File: src/rtl/stm32_if_pkg.sv
// stm32_if_pkg: command codes, status bit layout and FSM states for the STM32 nibble link
package stm32_if_pkg;
    localparam logic [3:0] CMD_CODE_PARAMS = 4'd1;
    localparam logic [3:0] CMD_CODE_STATUS = 4'd2;
    localparam logic [3:0] CMD_CODE_TX_IQ  = 4'd3;
    localparam logic [3:0] CMD_CODE_RX_IQ  = 4'd4;
    localparam int         STAT_OTR        = 0;
    localparam int         STAT_OVF        = 1;
    localparam int         STAT_UDR        = 2;
    localparam int         NIBS_PER_IQ     = 8;
    localparam logic [2:0] LAST_NIB        = 3'(NIBS_PER_IQ - 1);
    typedef enum logic [1:0] {ST_IDLE, ST_SEND_IQ, ST_SEND_STAT} state_t;
endpackage

File: src/rtl/iq_sync_fifo.sv
// iq_sync_fifo: single-clock FIFO with registered flags; push+pop when full is accepted
module iq_sync_fifo #(
    parameter  int WIDTH = 32,
    parameter  int DEPTH = 16,
    localparam int AW    = $clog2(DEPTH)
) (
    input  logic             i_clk,
    input  logic             i_rst,
    input  logic             i_push,
    input  logic             i_pop,
    input  logic [WIDTH-1:0] i_wdata,
    output logic [WIDTH-1:0] o_rdata,
    output logic             o_full,
    output logic             o_empty,
    output logic [AW:0]      o_level
);
    logic [WIDTH-1:0] r_mem [DEPTH];
    logic [AW-1:0]    r_wr, r_rd;
    logic [AW:0]      r_level, w_level_n;
    logic             r_full, r_empty, w_push, w_pop;
    assign w_push    = i_push & (~r_full | i_pop);
    assign w_pop     = i_pop & ~r_empty;
    assign w_level_n = r_level + (AW+1)'(w_push) - (AW+1)'(w_pop);
    assign o_rdata   = r_mem[r_rd];
    assign o_full    = r_full;
    assign o_empty   = r_empty;
    assign o_level   = r_level;
    // storage write; contents need no reset since pointers define validity
    always_ff @(posedge i_clk)
        if (w_push) r_mem[r_wr] <= i_wdata;
    // pointers and occupancy flags
    always_ff @(posedge i_clk) begin
        if (i_rst) begin
            r_wr    <= '0;
            r_rd    <= '0;
            r_level <= '0;
            r_full  <= 1'b0;
            r_empty <= 1'b1;
        end else begin
            r_wr    <= r_wr + AW'(w_push);
            r_rd    <= r_rd + AW'(w_pop);
            r_level <= w_level_n;
            r_full  <= w_level_n == (AW+1)'(DEPTH);
            r_empty <= w_level_n == '0;
        end
    end
endmodule

File: src/rtl/stm32_iq_scheduler.sv
// stm32_iq_scheduler: buffers DDC I/Q samples and serves them nibble-serially to the STM32
module stm32_iq_scheduler
    import stm32_if_pkg::*;
#(
    parameter  int         FIFO_DEPTH = 16,
    parameter  logic [3:0] CMD_STATUS = CMD_CODE_STATUS,
    parameter  logic [3:0] CMD_RX_IQ  = CMD_CODE_RX_IQ,
    localparam int         LW         = $clog2(FIFO_DEPTH) + 1
) (
    input  logic               clk_in,
    input  logic               rst,
    input  logic               iq_valid,
    input  logic signed [15:0] I,
    input  logic signed [15:0] Q,
    input  logic               ADC_OTR,
    input  logic               DATA_SYNC,
    input  logic [3:0]         DATA_IN,
    output logic [3:0]         DATA_OUT,
    output logic               iq_avail,
    output logic [LW-1:0]      fifo_level
);
    state_t        r_state, w_state_n;
    logic          r_pend_iq, r_pend_stat;
    logic [31:0]   r_hold, w_hold_n, w_hold_sh, w_head;
    logic [2:0]    r_cnt, w_cnt_n;
    logic [3:0]    r_data_out, w_out_n, w_status;
    logic          r_ovf, r_udr, r_otr, w_clr, w_udr_evt;
    logic          w_pop, w_full, w_empty, r_avail;
    logic [LW-1:0] w_level, r_level;
    iq_sync_fifo #(.WIDTH(32), .DEPTH(FIFO_DEPTH)) u_fifo (
        .i_clk   (clk_in),
        .i_rst   (rst),
        .i_push  (iq_valid),
        .i_pop   (w_pop),
        .i_wdata ({Q, I}),
        .o_rdata (w_head),
        .o_full  (w_full),
        .o_empty (w_empty),
        .o_level (w_level)
    );
    // a strobe in the same cycle as a pending RX-IQ supersedes it, so no pop then
    assign w_pop      = r_pend_iq & ~DATA_SYNC & ~w_empty;
    assign w_hold_sh  = r_hold << {r_cnt, 2'b00};
    assign DATA_OUT   = r_data_out;
    assign iq_avail   = r_avail;
    assign fifo_level = r_level;
    // status nibble assembled from the sticky flags
    always_comb begin
        w_status           = '0;
        w_status[STAT_OTR] = r_otr;
        w_status[STAT_OVF] = r_ovf;
        w_status[STAT_UDR] = r_udr;
    end
    // next state and next nibble; a fresh strobe aborts whatever is in flight
    always_comb begin
        w_state_n = ST_IDLE;
        w_out_n   = 4'd0;
        w_hold_n  = r_hold;
        w_cnt_n   = r_cnt;
        w_clr     = 1'b0;
        w_udr_evt = 1'b0;
        if (DATA_SYNC) begin
            w_state_n = ST_IDLE;
        end else if (r_pend_iq) begin
            w_state_n = ST_SEND_IQ;
            w_hold_n  = w_empty ? 32'd0 : w_head;
            w_out_n   = w_hold_n[31:28];
            w_cnt_n   = 3'd1;
            w_udr_evt = w_empty;
        end else if (r_pend_stat) begin
            w_state_n = ST_SEND_STAT;
            w_out_n   = w_status;
            w_clr     = 1'b1;
        end else if (r_state == ST_SEND_IQ) begin
            w_state_n = (r_cnt == LAST_NIB) ? ST_IDLE : ST_SEND_IQ;
            w_out_n   = w_hold_sh[31:28];
            w_cnt_n   = r_cnt + 3'd1;
        end
    end
    // state, decoded command, sticky flags and registered outputs
    always_ff @(posedge clk_in) begin
        if (rst) begin
            r_state     <= ST_IDLE;
            r_pend_iq   <= 1'b0;
            r_pend_stat <= 1'b0;
            r_hold      <= '0;
            r_cnt       <= '0;
            r_data_out  <= '0;
            r_ovf       <= 1'b0;
            r_udr       <= 1'b0;
            r_otr       <= 1'b0;
            r_avail     <= 1'b0;
            r_level     <= '0;
        end else begin
            r_state     <= w_state_n;
            r_pend_iq   <= DATA_SYNC && DATA_IN == CMD_RX_IQ;
            r_pend_stat <= DATA_SYNC && DATA_IN == CMD_STATUS;
            r_hold      <= w_hold_n;
            r_cnt       <= w_cnt_n;
            r_data_out  <= w_out_n;
            r_ovf       <= (r_ovf & ~w_clr) | (iq_valid & w_full & ~w_pop);
            r_udr       <= (r_udr & ~w_clr) | w_udr_evt;
            r_otr       <= (r_otr & ~w_clr) | ADC_OTR;
            r_avail     <= ~w_empty;
            r_level     <= w_level;
        end
    end
endmodule

File: config.mk
export PLATFORM = sky130hd
export DESIGN_NAME = stm32_iq_scheduler
export DESIGN_NICKNAME = d
export VERILOG_FILES = /design/src/rtl/stm32_if_pkg.sv /design/src/rtl/iq_sync_fifo.sv /design/src/rtl/stm32_iq_scheduler.sv
export SDC_FILE = /design/constraint.sdc
export NUM_CORES = 1
export LEC_CHECK = 0
export CORE_ASPECT_RATIO = 1.4
export CORE_MARGIN = 4
export CORE_UTILIZATION = 30
export CTS_CLUSTER_DIAMETER = 200
export DETAILED_ROUTE_END_ITERATION = 8
export GPL_ROUTABILITY_DRIVEN = 0
export HOLD_SLACK_MARGIN = 0.12
export PLACE_DENSITY = 0.44
export SLEW_MARGIN = 10
export SYNTH_ARGS = -nofsm -noshare
export SYNTH_HDL_FRONTEND = slang
export SYNTH_SLANG_ARGS = --single-unit
File: constraint.sdc
create_clock -name clk_in -period 7.6 [get_ports clk_in]
set_clock_uncertainty 0.05 [all_clocks]
set_input_delay 2.28 -clock clk_in [delete_from_list [all_inputs] [get_ports clk_in]]
set_output_delay 2.28 -clock clk_in [all_outputs]
set_load 0.01 [all_outputs]
== After elaboration in Yosys (flattened, before gate mapping) ==
Memory sizes are Yosys's and may differ from the RTL's. A register that Yosys moved wholly into a read port is not among the register bits.
Index checks and enable logic that the tools add are counted.

* Flip-flop bits (word level): 67
* Memory bits (writable): 512
* Word-level logic and storage cells: 75
* Memories kept: 1

* Add/subtract/negate cells: 5
* Eq/ne operators: 6
* Shifts and indexed selects: 1
* Muxes and demuxes: 19
* Bitwise operators: 18
* Reductions and logical operators: 8

{| class="wikitable"
|+ Memory list
! memory !! depth !! bits a word !! rd ports !! clocked after Yosys merged registers in !! write ports !! RTL line !! text
|-
| u_fifo.r_mem || 16 || 32 || 1 || 1 || 1 || iq_sync_fifo.sv:17 || <nowiki>logic [WIDTH-1:0] r_mem [DEPTH];</nowiki>
|}

{| class="wikitable"
|+ Operators with widths
! operator !! number
|-
| $mux W32 || 1
|-
| $shl A32 B5 Y32 || 1
|-
| $mux W4 || 4
|-
| $mux W1 || 10
|-
| $and A1 B1 Y1 || 9
|-
| $mux W3 || 3
|-
| $add A4 B1 Y4 || 2
|-
| $add A5 B1 Y5 || 1
|-
| $eq A5 B5 Y1 const B || 1
|-
| $logic_not A5 Y1 || 1
|-
| $not A1 Y1 || 5
|-
| $sub A5 B1 Y5 || 1
|-
| $eq A4 B2 Y1 const B || 1
|-
| $eq A4 B3 Y1 const B || 1
|-
| $or A1 B1 Y1 || 4
|-
| $add A3 B1 Y3 const B || 1
|-
| $eq A3 B3 Y1 const B || 1
|-
| $reduce_and A3 Y1 || 1
|-
| $reduce_or A3 Y1 || 1
|-
| $eq A2 B1 Y1 const B || 1
|-
| $logic_and A1 B1 Y1 || 2
|-
| $mux W2 || 1
|-
| $ne A2 B2 Y1 const B || 1
|-
| $reduce_and A2 Y1 || 1
|-
| other kinds (2) || 2
|}

== Logic depth before layout (Yosys ltp) ==
Gate-level depths: netlist of the first run.

* Depth after elaboration: 8
* Mapped depth: 12

== Cells and area by module ==
From an unflattened synthesis of the first run, not the netlist that was laid out.

* Cells, all modules: 1125
* Area total of the unflattened synthesis: 22073.7 um2

{| class="wikitable"
|+ By module, submodules not included
! module !! times used !! cells an instance !! area each (um2)
|-
| iq_sync_fifo || 1 || 875 || 19879.1
|-
| stm32_iq_scheduler || 1 || 250 || 2194.6
|}

== Worst setup path after synthesis of the first run ==
No wires, ideal clock.

* Path type: in2reg
* Start: input DATA_SYNC
* End: memory u_fifo.r_mem[2][0], enable pin
* Arrival: 5.441 ns
* Required time: 7.089 ns
* Path slack: 1.648 ns
* Stages: 5
* Path buffers: 1
* Cells stage by stage: buf_2 > or3b_1 > a21boi_2 > nand3b_1 > nor3_1

* Cells in the longest elaborated chain, start to end: 7

{| class="wikitable"
|+ Ends and longest elaborated chain
! item !! RTL line !! text
|-
| start, declared || stm32_iq_scheduler.sv:16 || <nowiki>input logic DATA_SYNC,</nowiki>
|-
| $not A1 Y1 (no source line) || -- ||
|-
| $and A1 B1 Y1 (2 in series) || stm32_iq_scheduler.sv:42 || <nowiki>assign w_pop = r_pend_iq & ~DATA_SYNC & ~w_empty;</nowiki>
|-
| $or A1 B1 Y1 || iq_sync_fifo.sv:21 || <nowiki>assign w_push = i_push & (~r_full | i_pop);</nowiki>
|-
| $and A1 B1 Y1 || iq_sync_fifo.sv:21 ||
|-
| $mux W1 || iq_sync_fifo.sv:30 || <nowiki>if (w_push) r_mem[r_wr] <= i_wdata;</nowiki>
|-
| $mux W1 (not written as such) || iq_sync_fifo.sv:30 ||
|-
| end, declared || iq_sync_fifo.sv:17 ||
|}

Every way passes these cells.

== Worst setup path in the final report of the first run ==
* Start: input DATA_SYNC
* End: memory u_fifo.r_mem[0][26], enable pin

Same word-level chain as after synthesis.

==> flow_summary.ini, run 1 <==
[route]
drc = 0
route.antenna.remaining_nets = 0
drt-initial-drc-count = 745
vias_per_cell = 4.90
via_count = 10801
dr.pass1.iters = 5
wl_per_cell_um = 25.4
drt_wl_total_um = 56000

[final_layout]
fillers = 6796
area_delta_synth_final_pct = 16.7
design_area_sq_mm = 0.0258
final_common_cell = edfxtp_1
layout_common_cells = edfxtp_1 (512), mux2i_1 (114), mux4_2 (93), dfxtp_1 (64), clkbuf_16 (57)
nNetsFinal = 1256
antenna_cells = 0
drive_gt1_share_pct = 19.7

[floorplan]
coreArea_sq_mm = 0.0729
rows = 117
dieArea_sq_mm = 0.0782
die_y_um = 329
die_x_um = 237
ios = 51
start_util_pct = 30.3

[sta]
worst_pin_slew_ns = 0.883
slew_violations = 0
max_slew_margin_pct = 40.9
fin_setup_tns_ns = 0
rsz0062_at_grt = false
finalHoldViolCount = 0
finalCriticalPeriod_ns = 5.09
setup_viol = 0
fmax_ghz = 0.196
period_share_pct = 67.0

[cts]
htreeDepth = 2
post_cts_buffers = 0
post_cts_resized = 0
root_buffer = clkbuf_16
clk_pin_slew_ns = 0.06
cts.sinks = 579
clockBufferDepth = 3
cts-buffers-inserted = 56
cts_tree = yes
clkLatencyLatePin_ns = 0.62
cts_hold_buf = 0

[critical_path]
startpoint_type = input port
cp.required_ns = 7.83
cpPeakStageDelay_ns = 0.60
cp_cell_sequence = clkdlybuf4s50_1 -> or3b_1 -> a21boi_2 -> or3b_1 -> nor3_4 -> buf_4
r2r_setup_slack_ns = 4.31
cp_slowest_cell = nor3_4
crit_arrival_ns = 5.32
cp_max_fo = 21
crit_type = input port to flip-flop
cp-end-kind = flip-flop
cp_common_cell = or3b_1

[global_route]
grt_max_degree = 42
grt_util_all_layers_pct = 14.3
grt_pass1_vias = 11425
gr-total-overflow = 0
grt_pass1_wl_um = 81500
antenna_found_initial = 0

[synth]
synth_ff_type = edfxtp_1
synth_area_per_cell_sq_um = 19.6
syn_area_sq_mm = 0.0221
synth_nets = 1180
async_reset_ff_share_pct = 0
synth_fa_ha_area_share_pct = 0.713
synthSimpleGateAreaFrac_pct = 3.11
synth-compound-area-share_pct = 3.80
ys_types = 44
syn-instance-count = 1127
ys_seq_area_share_pct = 75.6
muxShareOfSynthArea_pct = 14.9
synth_xor_xnor_area_share_pct = 0.317
ys_ff_latch = 579
synth_top_family_by_area = multiplexers
ys_warn_count = 0
synth-edff-count = 512

[power_and_ir_drop]
peakVddDrop_uv = 145
p_leak_nw = 7.80
power_density_mw_per_mm2 = 269

[placed_design]
post-dp-hpwl_um = 34400
place_area_sq_mm = 0.0239
io_buffers = 50

[outcome]
outcome = finished clean

[flow_run]
drv_cap = 0

[min_path]
min_path_type = flip-flop to flip-flop
[power breakdown]
| part | switching [W] | internal (W) | leakage, nW |
|---|---|---|---|
| sequential | 0.0000375 | 0.00357 | 5.17 |
| combinational | 0.000235 | 0.000142 | 1.68 |
| clock | 0.00120 | 0.00175 | 0.958 |
| total | 0.00147 | 0.00546 | 7.80 |
[cell type report]
type                    instances  area (sq um)  share of cell area, %
flip-flops and latches        579         16700                   64.8
multi-input cells             475          5190                   20.1
clock buffers                  81          1580                   6.11
well taps                     952          1190                   4.61
repair buffers                 81           733                   2.84
clock inverters                25           362                   1.40
inverters                      10          37.5                  0.145
[kinds of logic after synthesis]
logic type      after synthesis
flops                       579
mux                         213
simple gates                124
compound gates              118
buf+inv                      73
fa+ha+maj                    12
xor+xnor                      8
[cells in the mapped netlist (2+ instances only)]
| cell type | count | area [sq um] |
|---|---|---|
| buf_1 | 6 | 22.5 |
| xnor2_1 | 4 | 35.0 |
| or3b_1 | 2 | 17.5 |
| nand3_1 | 19 | 95.1 |
| inv_1 | 10 | 37.5 |
| or3b_2 | 3 | 26.3 |
| a22oi_1 | 49 | 368 |
| a21o_1 | 2 | 15.0 |
| dfxtp_1 | 67 | 1340 |
| nor3_1 | 5 | 25.0 |
| nor2_1 | 32 | 120 |
| nand3b_1 | 2 | 15.0 |
| nor4_1 | 2 | 12.5 |
| edfxtp_1 | 512 | 15400 |
| mux2i_1 | 114 | 1140 |
| mux4_2 | 93 | 2090 |
| o21ai_0 | 29 | 145 |
| mux2_2 | 6 | 67.6 |
| nand2_1 | 6 | 22.5 |
| buf_2 | 25 | 125 |
| o21ai_1 | 2 | 10.0 |
| a21oi_1 | 4 | 20.0 |
| ha_1 | 11 | 138 |
| a32oi_1 | 28 | 245 |
| nor2b_1 | 13 | 81.3 |
| clkbuf_1 | 23 | 86.3 |
| nand2b_1 | 30 | 188 |
| nor3b_1 | 3 | 22.5 |
| buf_4 | 7 | 52.6 |
| xor2_1 | 4 | 35.0 |
[path summary, 6_finish.rpt]
kind,startpoint,to,cells after the start
max,DATA_SYNC,u_fifo.r_mem[0][26]$_DFFE_PP_,6
min,u_fifo.o_level[0]$_SDFF_PP0_,fifo_level[0]$_SDFF_PP0_,2
max reg2reg,r_pend_iq$_SDFF_PP0_,u_fifo.r_mem[0][26]$_DFFE_PP_,5
min reg2reg,u_fifo.o_level[0]$_SDFF_PP0_,fifo_level[0]$_SDFF_PP0_,2
[critical path: cells and delay by family]
family	cells	cell delay, ns
AOI/OAI and AO/OA	1	0.36
buffers and inverters	2	1.01
and+or+nand+nor	3	1.64
[sequential cells by signal, summed over array words and instances, names as in the netlist]
| name | flops |
|---|---|
| u_fifo.r_wr | 4 |
| r_udr | 1 |
| r_otr | 1 |
| r_pend_iq | 1 |
| u_fifo.o_empty | 1 |
| u_fifo.r_rd | 4 |
| DATA_OUT | 4 |
| u_fifo.o_full | 1 |
| r_state | 2 |
| fifo_level | 5 |
| r_cnt | 3 |
| r_pend_stat | 1 |
| u_fifo.o_level | 5 |
| iq_avail | 1 |
| r_ovf | 1 |
| r_hold | 32 |
| u_fifo.r_mem | 512 |
[per-stage QoR]
step | worst slack, ns | hold WS (ns) | util, % | power [W] | instances
4_1_cts | 2.50 | 0.407 | 35.4 | 0.00704 | 2203
5_1_grt | 2.39 | 0.449 | 35.4 | 0.00720 | 2203
3_3_place_gp | 1.91 | 0.403 | 32.8 | 0.00406 | 2097
3_5_place_dp | 1.82 | 0.397 | 32.8 | 0.00407 | 2097
6_report | 2.51 | 0.402 | 35.4 | 0.00694 | 2203
2_1_floorplan | 1.65 | 0.372 | - | 0.00387 | 1127
[routing by layer]
layer	vias up	track usage (%)	routed length [um]
li1	4740	-	-
met1	5768	18.4	23900
met2	203	24.5	28400
met3	90	2.34	1850
met4	0	5.00	1870
met5	-	0	0
(Power assumes the default switching activity.)
==> run 2, diff against run 1 <==
- clock period: 7.6 -> 4.7 ns (I/O delays scaled with it)
==> run 2 against run 1 <==
  * Utilization is 0.39 points higher
  * Largest cell class unchanged
  * Die area is the same
  * Critical path type unchanged
  * Register-to-register slack lost 2.7 ns
  * Via count shrank 0.24%
  * Flip-flop and latch count stayed put
  * Largest power group unchanged
  * Final cell count rose by 0.73%
==> flow_summary.ini, run 2 (same netlist as run 1, synthesis figures left out) <==
[outcome]
outcome = finished clean

[flow_run]
drv_cap = 0

[global_route]
grt_max_degree = 45
grt_util_all_layers_pct = 14.3
gr-total-overflow = 0
grt_pass1_wl_um = 81800
antenna_found_initial = 0
grt_pass1_vias = 11482

[cts]
clkLatencyLatePin_ns = 0.64
post_cts_buffers = 0
clk_pin_slew_ns = 0.06
cts_hold_buf = 0
htreeDepth = 2
clockBufferDepth = 3
cts_tree = yes
root_buffer = clkbuf_16
post_cts_resized = 0
cts.sinks = 579
cts-buffers-inserted = 56

[final_layout]
reg_top3 = u_fifo.r_mem: 512 flops, r_hold: 32 flops
largest_reg_flops = 512
area_delta_synth_final_pct = 18.0
layout_common_cells = edfxtp_1 (512), mux2i_1 (114), mux4_2 (93), dfxtp_1 (64), clkbuf_16 (56)
fin_util_pct = 35.8
drive_gt1_share_pct = 21.0
fillers = 6842
nNetsFinal = 1272
top_register = u_fifo.r_mem
final_common_cell = edfxtp_1
antenna_cells = 0

[critical_path]
r2r_setup_slack_ns = 1.56
reg2reg_to = u_fifo.o_full$_SDFF_PP0_
r2r-start = r_pend_iq$_SDFF_PP0_
cp_slowest_cell = or3b_2
cp_common_cell = inv_1
crit_type = input port to flip-flop
crit_family = simple AND/OR/NAND/NOR gates
crit_arrival_ns = 4.29
cp_cell_sequence = clkdlybuf4s50_1 -> or3b_1 -> inv_1 -> ha_1 -> inv_1 -> ha_1 -> inv_1 -> fa_1 -> xnor2_1 -> or3b_2 -> a2111oi_0
path_buf_inv = 4
cp-end-kind = flip-flop
startpoint_type = input port
cp_max_fo = 3
cp.required_ns = 5.15
r2r_cells = 10
cpPeakStageDelay_ns = 0.45

[sta]
period_share_pct = 81.7
max_slew_margin_pct = 34.2
finalHoldViolCount = 0
slew_violations = 0
worst_pin_slew_ns = 0.986
rsz0062_at_grt = false
fmax_ghz = 0.261
fin_setup_tns_ns = 0
setup_viol = 0
worst_slack_ns = 0.861
finalCriticalPeriod_ns = 3.84

[placed_design]
io_buffers = 50
post-dp-hpwl_um = 33300
dp_worst_setup_slack_ns = 0.176

[power_and_ir_drop]
peakVddDrop_uv = 263
power_density_mw_per_mm2 = 430
p_leak_nw = 7.92

[route]
wl_per_cell_um = 25.3
dr.pass1.iters = 5
vias_per_cell = 4.86
drt_wl_total_um = 56200
via_count = 10775
drc = 0
drt-initial-drc-count = 757
route.antenna.remaining_nets = 0

[floorplan]
die_x_um = 237
ios = 51
die_y_um = 329
coreArea_sq_mm = 0.0729
rows = 117
dieArea_sq_mm = 0.0782
start_util_pct = 30.3

[min_path]
hold-path-cell-count = 2
min_from = r_hold[4]$_SDFFE_PP0N_
hold_end = r_hold[4]$_SDFFE_PP0N_
min_path_type = flip-flop to flip-flop
## run 2: changes by cell type in the layout (fill, tap and decap cells not counted), moves of 2 or more
cell	delta
clkbuf_1	-7
clkinv_1	+3
bufinv_16	-2
clkbuf_8	+7
nor3_4	+3
inv_6	-2
buf_12	+10
buf_4	+6
nor3_2	-3
## run 2: tightest hold or removal path, delay by kind of cell (launching register included)
family	cells	cell delay (ns)
flops	1	0.33
compound gates	2	0.11
## run 2: stage by stage
stage | power [W] | hold slack [ns] | std cells | area, sq um
after floorplan | 0.00626 | 0.372 | 1127 | 22100
after global placement | 0.00660 | 0.417 | 2113 | 24100
after detailed placement | 0.00661 | 0.416 | 2113 | 24100
after CTS | 0.0114 | 0.426 | 2219 | 26100
after global routing | 0.0117 | 0.445 | 2219 | 26100
final | 0.0112 | 0.427 | 2219 | 26100
## run 2: worst max path at each step
stage	from	end	slack (ns)	cells after the start
2_1_floorplan	DATA_SYNC	u_fifo.r_mem[12][0]$_DFFE_PP_	0.22	5
3_3_place_gp	DATA_SYNC	u_fifo.o_full$_SDFF_PP0_	0.29	11
3_5_place_dp	DATA_SYNC	u_fifo.o_full$_SDFF_PP0_	0.18	11
4_1_cts	DATA_SYNC	u_fifo.o_full$_SDFF_PP0_	0.85	11
5_1_grt	DATA_SYNC	u_fifo.o_full$_SDFF_PP0_	0.71	11
6_report	DATA_SYNC	u_fifo.o_full$_SDFF_PP0_	0.86	11
## run 2: area by class of cell
class	count	area [sq um]	share of cell area, %
multi-input combinational	475	5210	20.0
inverter	10	37.5	0.144
sequential	579	16700	64.1
clock buffer	80	1620	6.21
tap	952	1190	4.56
clock inverter	26	335	1.28
timing repair buffer	97	978	3.75
## run 2: routing by layer
layer	track usage [%]	share of wire (%)	up-vias	wire [um]
met1	18.2	42	5750	23800
met2	25.7	53	176	29500
met3	2.19	3.2	69	1790
li1	-	-	4780	-
met5	0	0	-	0
met4	3.44	1.9	0	1080
## run 2: report_power, final
part	leakage, nW	total [W]	internal [W]	switching, W
combinational	1.78	0.000647	0.000246	0.000401
clock	0.972	0.00475	0.00279	0.00196
sequential	5.17	0.00583	0.00578	0.0000594
==> run 3, diff against run 2 <==
- clock period: 4.7 -> 4 ns (I/O delays scaled with it)
==> run 3 against run 2 <==
  * Sequential share of layout area fell by 0.15 points
  * Wire length shrank 4.5%
  * First-iteration DRC count rose by 6.7%
  * Flip-flop and latch count did not move
  * Count of clock-buffer cells in the layout is 15 lower
==> flow_summary.ini, run 3 (same netlist as run 1, synthesis figures left out) <==
[sta]
worst_slack_ns = 0.455
fmax_ghz = 0.282
setup_viol = 0
finalHoldViolCount = 0
period_share_pct = 88.6
finalCriticalPeriod_ns = 3.54
rsz0062_at_grt = false
max_slew_margin_pct = 39.4
slew_violations = 0
worst_pin_slew_ns = 0.907
timing.hold.ws_ns = 0.414

[critical_path]
r2r_setup_slack_ns = 0.96
r2r-start = r_pend_iq$_SDFF_PP0_
cp.required_ns = 4.45
cp_cell_sequence = clkdlybuf4s50_1 -> or3b_1 -> inv_1 -> ha_1 -> inv_1 -> ha_1 -> inv_1 -> fa_1 -> xnor2_1 -> or3b_2 -> a2111oi_0
cpPeakStageDelay_ns = 0.44
cp-end-kind = flip-flop
startpoint_type = input port
r2r_cells = 10
cp_max_fo = 3
reg2reg_to = u_fifo.o_full$_SDFF_PP0_
crit_arrival_ns = 4.00
path_buf_inv = 4
cp_slowest_cell = or3b_2
crit_type = input port to flip-flop
cp_common_cell = inv_1
crit_family = simple AND/OR/NAND/NOR gates

[cts]
cts-buffers-inserted = 57
clockBufferDepth = 3
clk_pin_slew_ns = 0.06
cts_hold_buf = 0
cts_tree = yes
cts.sinks = 579
post_cts_buffers = 0
root_buffer = clkbuf_16
htreeDepth = 2
clkLatencyLatePin_ns = 0.61
post_cts_resized = 0

[placed_design]
post-dp-hpwl_um = 33800
io_buffers = 50
dp_worst_setup_slack_ns = -0.185

[final_layout]
fillers = 6799
nNetsFinal = 1276
top_register = u_fifo.r_mem
fin_util_pct = 35.9
antenna_cells = 0
drive_gt1_share_pct = 21.1
final_common_cell = edfxtp_1
largest_reg_flops = 512
layout_common_cells = edfxtp_1 (512), mux2i_1 (114), mux4_2 (93), dfxtp_1 (64), clkbuf_16 (57)
area_delta_synth_final_pct = 18.3
reg_top3 = u_fifo.r_mem: 512 flops, r_hold: 32 flops

[route]
dr.pass1.iters = 5
drt_wl_total_um = 53700
route.antenna.remaining_nets = 0
via_count = 10597
vias_per_cell = 4.76
drc = 0
drt-initial-drc-count = 808
wl_per_cell_um = 24.1

[power_and_ir_drop]
power_density_mw_per_mm2 = 499
p_leak_nw = 7.92
peakVddDrop_uv = 311
power_w = 0.0131

[global_route]
grt_pass1_vias = 11300
grt_util_all_layers_pct = 13.7
grt_pass1_wl_um = 79000
antenna_found_initial = 1
gr-total-overflow = 0
grt_max_degree = 78

[min_path]
min_from = r_hold[27]$_SDFFE_PP0N_
hold_end = r_hold[27]$_SDFFE_PP0N_
hold-path-cell-count = 2
min_path_type = flip-flop to flip-flop

[flow_run]
drv_cap = 0

[floorplan]
die_x_um = 237
ios = 51
start_util_pct = 30.3
coreArea_sq_mm = 0.0729
die_y_um = 329
rows = 117
dieArea_sq_mm = 0.0782

[outcome]
outcome = finished clean
==> run 3: cell count changes in the layout (fill, tap and decap cells not counted), moves of 4 or more <==
cell and change:
clkinv_1 +7, clkbuf_8 -12, clkbuf_1 -4, clkinv_2 +7, buf_12 +9, buf_4 -6
==> run 3: layer usage <==
| layer | vias up | track usage [%] | part of all wire, % |
|---|---|---|---|
| li1 | 4791 | - | - |
| met1 | 5583 | 18.4 | 44 |
| met2 | 168 | 23.4 | 50 |
| met3 | 53 | 2.34 | 3.5 |
| met4 | 2 | 3.35 | 1.8 |
| met5 | - | 0 | 0.030 |
==> run 3: report_power, final <==
part	internal (W)	switching [W]
Combinational	0.000318	0.000466
Clock	0.00309	0.00231
Sequential	0.00679	0.0000742
==> run 3: final cells by class <==
cell class | count | area, sq um | area share, %
Sequential cell | 579 | 16700 | 63.9
Multi-Input combinational cell | 475 | 5210 | 19.9
Clock buffer | 65 | 1470 | 5.61
Tap cell | 952 | 1190 | 4.55
Timing Repair Buffer | 100 | 1110 | 4.26
Clock inverter | 43 | 417 | 1.59
Inverter | 10 | 37.5 | 0.143
==> run 3: metrics by stage <==
stage / TNS (ns) / instance area (sq um) / cells
detailed placement: -0.185 / 24300 / 2116
floorplan: -34.53 / 22100 / 1127
CTS: 0 / 26200 / 2224
global placement: -0.183 / 24300 / 2116
finish: 0 / 26200 / 2224
global route: 0 / 26200 / 2224
==> run 3: how the worst max path moves through the flow <==
stage / from / endpoint / slack [ns] / depth (start not counted)
global route: DATA_SYNC / u_fifo.o_full$_SDFF_PP0_ / 0.21 / 11
CTS: DATA_SYNC / u_fifo.o_full$_SDFF_PP0_ / 0.48 / 11
finish: DATA_SYNC / u_fifo.o_full$_SDFF_PP0_ / 0.46 / 11
floorplan: DATA_SYNC / u_fifo.r_mem[12][0]$_DFFE_PP_ / -0.27 / 5
detailed placement: DATA_SYNC / u_fifo.o_full$_SDFF_PP0_ / -0.18 / 11
global placement: DATA_SYNC / u_fifo.o_full$_SDFF_PP0_ / -0.18 / 11
==> run 3: tightest hold or removal path: stages (launching register included) <==
cell,delay (ns)
dfxtp_1,0.32
a32oi_1,0.05
o21ai_0,0.06
